--- src/rtl/timer_irq_periph_pkg.sv ---
// Shared constants for the timer peripheral: base address, register offsets
// and TCON bit positions, reused by the bus decoder and other peripherals.
package timer_irq_periph_pkg;

  localparam logic [31:0] PERIPH_BASE = 32'h4000_0000;

  localparam logic [3:0] TH_OFF      = 4'h0;
  localparam logic [3:0] TL_OFF      = 4'h4;
  localparam logic [3:0] TCON_OFF    = 4'h8;
  localparam logic [3:0] SYSTICK_OFF = 4'hC;

  localparam int EN_BIT = 0;
  localparam int IE_BIT = 1;
  localparam int ST_BIT = 2;

  typedef enum logic [2:0] {
    SEL_NONE,
    SEL_TH,
    SEL_TL,
    SEL_TCON,
    SEL_SYSTICK
  } reg_sel_e;

endpackage

--- src/rtl/timer_irq_periph_prescaler.sv ---
// Prescaler: emits a one-cycle tick every DIV enabled cycles; held at zero
// while disabled so counting always restarts from a clean phase.
module timer_prescaler #(
  parameter int unsigned DIV = 1
) (
  input  logic clk,
  input  logic reset,
  input  logic en_i,
  output logic tick_o
);

  localparam logic [15:0] LAST = 16'(DIV - 1);

  logic [15:0] cnt_q, cnt_d;

  assign tick_o = en_i && (cnt_q == LAST);

  always_comb begin
    cnt_d = cnt_q;
    if (!en_i || tick_o) cnt_d = '0;
    else                 cnt_d = cnt_q + 16'd1;
  end

  always_ff @(posedge clk or posedge reset) begin
    if (reset) cnt_q <= '0;
    else       cnt_q <= cnt_d;
  end

endmodule

--- src/rtl/timer_irq_periph.sv ---
// Memory-mapped timer: TL counts up on prescaler ticks, reloads from TH on
// overflow and latches ST, which holds irq until software clears it.
module timer_irq_periph
  import timer_irq_periph_pkg::*;
#(
  parameter logic [31:0] BASE_ADDR = PERIPH_BASE,
  parameter int unsigned DIV       = 1
) (
  input  logic        clk,
  input  logic        reset,
  input  logic [31:0] addr,
  input  logic        rd_en,
  input  logic        wr_en,
  input  logic [31:0] wr_data,
  output logic [31:0] rd_data,
  output logic        irq
);

  logic [31:0] th_q, th_d;
  logic [31:0] tl_q, tl_d;
  logic [2:0]  tcon_q, tcon_d;
  logic [31:0] systick_q;

  reg_sel_e sel;
  logic     hit;
  logic [3:0] off;
  logic     tick, ovf;
  logic     wr_th, wr_tl, wr_tcon;
  logic     unused_addr_lsbs;

  // Byte lanes are irrelevant: every register is a full word.
  assign unused_addr_lsbs = ^addr[1:0];
  assign hit = (addr[31:4] == BASE_ADDR[31:4]);
  assign off = {addr[3:2], 2'b00};

  always_comb begin
    sel = SEL_NONE;
    if (hit) begin
      case (off)
        TH_OFF:      sel = SEL_TH;
        TL_OFF:      sel = SEL_TL;
        TCON_OFF:    sel = SEL_TCON;
        SYSTICK_OFF: sel = SEL_SYSTICK;
        default:     sel = SEL_NONE;
      endcase
    end
  end

  always_comb begin
    rd_data = '0;
    if (rd_en) begin
      case (sel)
        SEL_TH:      rd_data = th_q;
        SEL_TL:      rd_data = tl_q;
        SEL_TCON:    rd_data = {29'd0, tcon_q};
        SEL_SYSTICK: rd_data = systick_q;
        default:     rd_data = '0;
      endcase
    end
  end

  assign wr_th   = wr_en && (sel == SEL_TH);
  assign wr_tl   = wr_en && (sel == SEL_TL);
  assign wr_tcon = wr_en && (sel == SEL_TCON);

  timer_prescaler #(.DIV(DIV)) u_prescaler (
    .clk    (clk),
    .reset  (reset),
    .en_i   (tcon_q[EN_BIT]),
    .tick_o (tick)
  );

  assign ovf = tick && (tl_q == 32'hFFFF_FFFF);

  // Bus writes override the counter; an overflow set of ST beats a clearing write.
  always_comb begin
    th_d   = th_q;
    tl_d   = tl_q;
    tcon_d = tcon_q;
    if (tick)    tl_d   = ovf ? th_q : tl_q + 32'd1;
    if (wr_th)   th_d   = wr_data;
    if (wr_tl)   tl_d   = wr_data;
    if (wr_tcon) tcon_d = wr_data[2:0];
    if (ovf && tcon_q[IE_BIT]) tcon_d[ST_BIT] = 1'b1;
  end

  always_ff @(posedge clk or posedge reset) begin
    if (reset) begin
      th_q      <= '0;
      tl_q      <= '0;
      tcon_q    <= '0;
      systick_q <= '0;
    end else begin
      th_q      <= th_d;
      tl_q      <= tl_d;
      tcon_q    <= tcon_d;
      systick_q <= systick_q + 32'd1;
    end
  end

  assign irq = tcon_q[IE_BIT] & tcon_q[ST_BIT];

endmodule

--- config.mk ---
export PLATFORM = sky130hd
export DESIGN_NAME = timer_irq_periph
export DESIGN_NICKNAME = d
export VERILOG_FILES = /design/src/rtl/timer_irq_periph_pkg.sv /design/src/rtl/timer_irq_periph_prescaler.sv /design/src/rtl/timer_irq_periph.sv
export SDC_FILE = /design/constraint.sdc
export NUM_CORES = 1
export LEC_CHECK = 0
export ABC_CLOCK_PERIOD_IN_PS = 4200
export BUFFER_PORTS_ARGS = -buffer_cell sky130_fd_sc_hd__buf_2
export CORE_MARGIN = 1
export CORE_UTILIZATION = 35
export DETAILED_ROUTE_END_ITERATION = 8
export PLACE_DENSITY = 0.56
export SLEW_MARGIN = 25
export SYNTH_ARGS = -nofsm -noshare
export SYNTH_HDL_FRONTEND = slang
export SYNTH_SLANG_ARGS = --single-unit
--- constraint.sdc ---
create_clock -name clk -period 4.2 [get_ports clk]
set_input_delay 0.42 -clock clk [delete_from_list [all_inputs] [get_ports clk]]
set_output_delay 0.42 -clock clk [all_outputs]
set_load 0.02 [all_outputs]
==> results <==
- The dominant combinational cell family by area after synthesis is simple AND/OR/NAND/NOR gates.
- The die covers 19,400 um^2.
- The multiplexer fraction of the synthesized cell area is 0.0769.
- Walking the worst path, the cells encountered are buf_2 > nor4b_1 > nand4_1 > or4_1 > nor2_2 > buf_4 > a222oi_1 > nor2_1 > buf_2.
- The mean instance size in the synthesized netlist is 9.24 um^2.
- In this run the worst setup path begins at addr[13].
- Leaving out fill and tap cells, the most frequent cells in the layout are 115 x sky130_fd_sc_hd__dfrtp_1, 98 x sky130_fd_sc_hd__buf_2, 80 x sky130_fd_sc_hd__nand2_1.
- The via count of the first global-routing pass is 5,853.
- The number of buffers inserted by hold repair at cts is 0.
- For this run the aggregate overflow at the end of global routing stands at 0.
- Fill cells in the final layout number 1,825.
- The number of clock buffers inserted by TritonCTS is 17.
- Clock-pin slew was measured on the worst setup and hold paths at 0.05 ns.
- For the worst setup path, the data required time is 3.78 ns.
- For this configuration, the core starts out at a cell density of 0.363.
- The area share of fa/ha/maj cells after synthesis is 0.0133.
- The die span in x is 139 um.
- The setup TNS is 0 ns.
- For this run, the leading register cell type out of synthesis is sky130_fd_sc_hd__dfrtp_1.
- The library cell used most frequently in the layout, excluding fill and tap cells, is sky130_fd_sc_hd__dfrtp_1.
- The root buffer cell is sky130_fd_sc_hd__clkbuf_16.
- The final layout net count is ~880.
- The clock arrives with 0.00672 ns of skew.
- The number of buffers on the longest clock path is 2.
- Headroom to the max-slew limit came out at 0.429.
- The deepest level of the CTS H-tree is 4.
- The complex-gate fraction of the synthesized area is 0.142.
- The net count after synthesis is 790.
- Using the TritonRoute via totals, the vias-per-cell ratio works out to 5.69.
- The total of warnings raised by yosys is 0.
- The synthesized design contains around 120 register bits.
- Of the total synthesized cell area, the portion taken by XOR and XNOR cells is 0.0636.
- At the pin with the least slew margin, the transition time is 0.856 ns.
- The number of sinks on the clock net is 115.
- The HPWL after detailed placement is ~14,000 um.
- The wire length after detailed routing is roughly 20,000 um.
- For this run, the total global-route usage over all layers was measured as 0.217.
- In the final layout, flip-flops and latches occupy 2880 um^2.
- After layout, the minimum clock period comes to 3.31 ns.
- The number of placed I/O pins is roughly 100.
- The run finished with clean final reports.
- The share of final-layout standard cells stronger than drive strength 1 is 0.242.
- The cell type with the highest occurrence count on the critical path is sky130_fd_sc_hd__buf_2.
- Broken down by cell family, the worst path's largest delay share belongs to simple AND/OR/NAND/NOR gates.
- The TritonCTS clock tree is built.
- The worst register-to-register path has a setup slack of around 1.3 ns.
- STA classifies the critical path endpoint as an output port.
- Of all nets on the critical path, the largest fanout is 32.
- In the synthesized netlist, the number of instances is approximately 720.
- The multi-input combinational cells in the finished layout cover a total of 3540 um^2.
- The number of buffers inserted by port buffering is 98.
- The number of antenna violations at the first check in global routing was 0.
- The arrival time at the worst endpoint is slightly below 3 ns.
- The static leakage power is between 0.003 and 0.004 uW.
- The basic-gate share of the synthesized area counting and, or, nand and nor cells is 0.236.
- Setup repair after global routing left no endpoint under its margin.
- The largest single stage delay on the critical path is 0.66 ns.
- The placeable core region is 18,200 um^2.
- The worst setup path is launched from a primary input.
- The number of search-and-repair iterations in the first detailed-routing pass is 5.
- The number of synthesized flops with an enable pin is 0.
- For this run, the register share of the synthesized area comes to 0.436.
- The min-delay analysis places its worst path in the category primary input to async pin.
- The count of inserted antenna diode cells is 0.
- The total standard cell area after synthesis is approximately 6600 um^2.
- The floorplan step set the die height to between 100 and 150 um.
- Hold is met by 0.172 ns.
- Summed over all nets, wire length on met2 after detailed routing comes to 9320 um.
- Across the run, the number of max-cap violations was 0.
- The endpoint identified for the worst register-to-register timing path is tl_q[5].
- Of all flip-flops after synthesis, the portion carrying an async set or reset was 1.00.
- Counting buffers and inverters, the worst setup path is 9 cells deep.
- The wire length of the first global-routing pass is 32,500 um.
- The maximum number of pins on one net before global-route repair is between 60 and 70.
- The origin of the critical flop-to-flop path is tl_q[4].
- The slowest stage of the critical path belongs to the cell sky130_fd_sc_hd__or4_1.
- The detail route stage leaves a number of antenna-violating nets equal to 0.
- The remaining design rule violation count is 0.
- The final setup violation count is 0.
- The count of final max-slew check failures was 0.
- The highest metal layer carrying signal wires in the routed design is met4.
- The peak clock frequency supported by timing is 302 MHz.
- After the first detailed-routing iteration, the DRC count stood at 469.
- The critical path contains buffers and inverters numbering 3 combined.
- The average detailed-routed wire length per instance is 19.2 um.
- Wire segments on met3 add up to 1140 um in the final route.
- The synthesized netlist contains 56 unique library cells.
- The type of the worst setup path is primary input to output port.
- The detailed router put a total of 9500 um of wire on met1.
- The area added between synthesis and finish is 21.1%.
- After clock tree synthesis, the setup repair step added 0 buffers.
- The detailed-route via count is 5,960.
- The highest ir drop seen on vdd is 278 uV.
- The weighted congestion at the end of routability-driven global placement is 0.792.
- The number of failing hold endpoints at the final stage is 0.
- The clock latency at the later pin of the worst-skew pair is 0.42 ns.
- Row generation in the floorplan step produced 49 rows.
- Total power for the finished layout comes to around 2800 uW.
- The final critical-path share of the clock period is 0.789.
- In this run the power density over the cells is ~350 nW/um^2.
- The worst reg2reg path depth is 7.
- The number of instances resized during post-cts repair is 0.
layer usage:
layer,up-vias,track usage
met5,-,0
met2,199,0.340
met4,0,0.0567
li1,2822,-
met3,16,0.0447
met1,2923,0.304
state kept, by name, summed over array words and instances, names as in the netlist:
name and flops:
th_q 32, systick_q 32, u_prescaler.cnt_q 16, tcon_q 3
tl_q 32
through the flow:
| stage | setup slack (ns) | utilization | std cells | area, um^2 |
|---|---|---|---|---|
| 6_report | 0.886 | 0.439 | 1048 | 8000 |
| 5_1_grt | 0.749 | 0.439 | 1048 | 8000 |
| 4_1_cts | 0.834 | 0.439 | 1048 | 8000 |
| 3_5_place_dp | 0.849 | 0.404 | 1016 | 7350 |
| 3_3_place_gp | 0.818 | 0.404 | 1016 | 7350 |
| 2_1_floorplan | 0.736 | - | 715 | 6610 |
where the power goes:
group          internal (uW)  switching [uW]  leakage [uW]  total [uW]
logic                   29.8            48.4       0.00169        78.2
clock network           1090             520      0.000320        1620
registers               1110          0.0408       0.00143        1110
total                   2230             569       0.00343        2800
kinds of logic (layout without fill, tap and decap cells):
| kind of cell | count (synthesis) | after routing |
|---|---|---|
| simple gates | 311 | 311 |
| flops | 115 | 115 |
| xor+xnor | 48 | 48 |
| fa+ha+maj | 7 | 7 |
| compound gates | 135 | 135 |
| buf+inv | 53 | 157 |
| mux | 46 | 46 |
final cells by class:
cell class                      instances  share of cell area
Multi-Input combinational cell        547               0.443
Sequential cell                       115               0.360
Timing Repair Buffer                  111              0.0735
Clock inverter                         10              0.0222
Clock buffer                           22              0.0593
Inverter                               14             0.00688
Tap cell                              229              0.0358
cell usage after synthesis, types with 3 or more instances:
cell type,number,share of area
sky130_fd_sc_hd__nand4_1,23,0.022
sky130_fd_sc_hd__o31ai_1,7,0.0080
sky130_fd_sc_hd__or2_2,3,0.0028
sky130_fd_sc_hd__and3_1,14,0.013
sky130_fd_sc_hd__a21oi_1,37,0.028
sky130_fd_sc_hd__clkbuf_1,31,0.018
sky130_fd_sc_hd__and2_1,6,0.0057
sky130_fd_sc_hd__a222oi_1,18,0.027
sky130_fd_sc_hd__nor4_1,22,0.021
sky130_fd_sc_hd__nor2_1,74,0.042
sky130_fd_sc_hd__nand2b_1,4,0.0038
sky130_fd_sc_hd__mux2i_1,8,0.012
sky130_fd_sc_hd__o2bb2ai_1,3,0.0040
sky130_fd_sc_hd__a31oi_1,8,0.0076
sky130_fd_sc_hd__xor2_1,18,0.024
sky130_fd_sc_hd__a22oi_1,14,0.016
sky130_fd_sc_hd__dfrtp_1,115,0.44
sky130_fd_sc_hd__mux2_2,38,0.065
sky130_fd_sc_hd__o21ai_0,15,0.011
sky130_fd_sc_hd__nor3_1,13,0.0098
sky130_fd_sc_hd__nand3_1,48,0.036
sky130_fd_sc_hd__and4_1,9,0.012
sky130_fd_sc_hd__xnor2_1,30,0.040
sky130_fd_sc_hd__or3_1,3,0.0028
sky130_fd_sc_hd__buf_2,3,0.0023
sky130_fd_sc_hd__a211oi_1,7,0.0080
sky130_fd_sc_hd__a41oi_1,3,0.0040
sky130_fd_sc_hd__a21o_1,5,0.0057
sky130_fd_sc_hd__ha_1,7,0.013
sky130_fd_sc_hd__inv_1,14,0.0080
sky130_fd_sc_hd__nand2_1,80,0.045
sky130_fd_sc_hd__or4_4,3,0.0051
worst max-delay path by stage:
stage,endpoint
after floorplan,systick_q[0]
after global placement,rd_data[6]
after detailed placement,rd_data[4]
after CTS,rd_data[11]
after global routing,rd_data[2]
final,rd_data[11]
No activity file was read; power rests on OpenSTA's default activity.
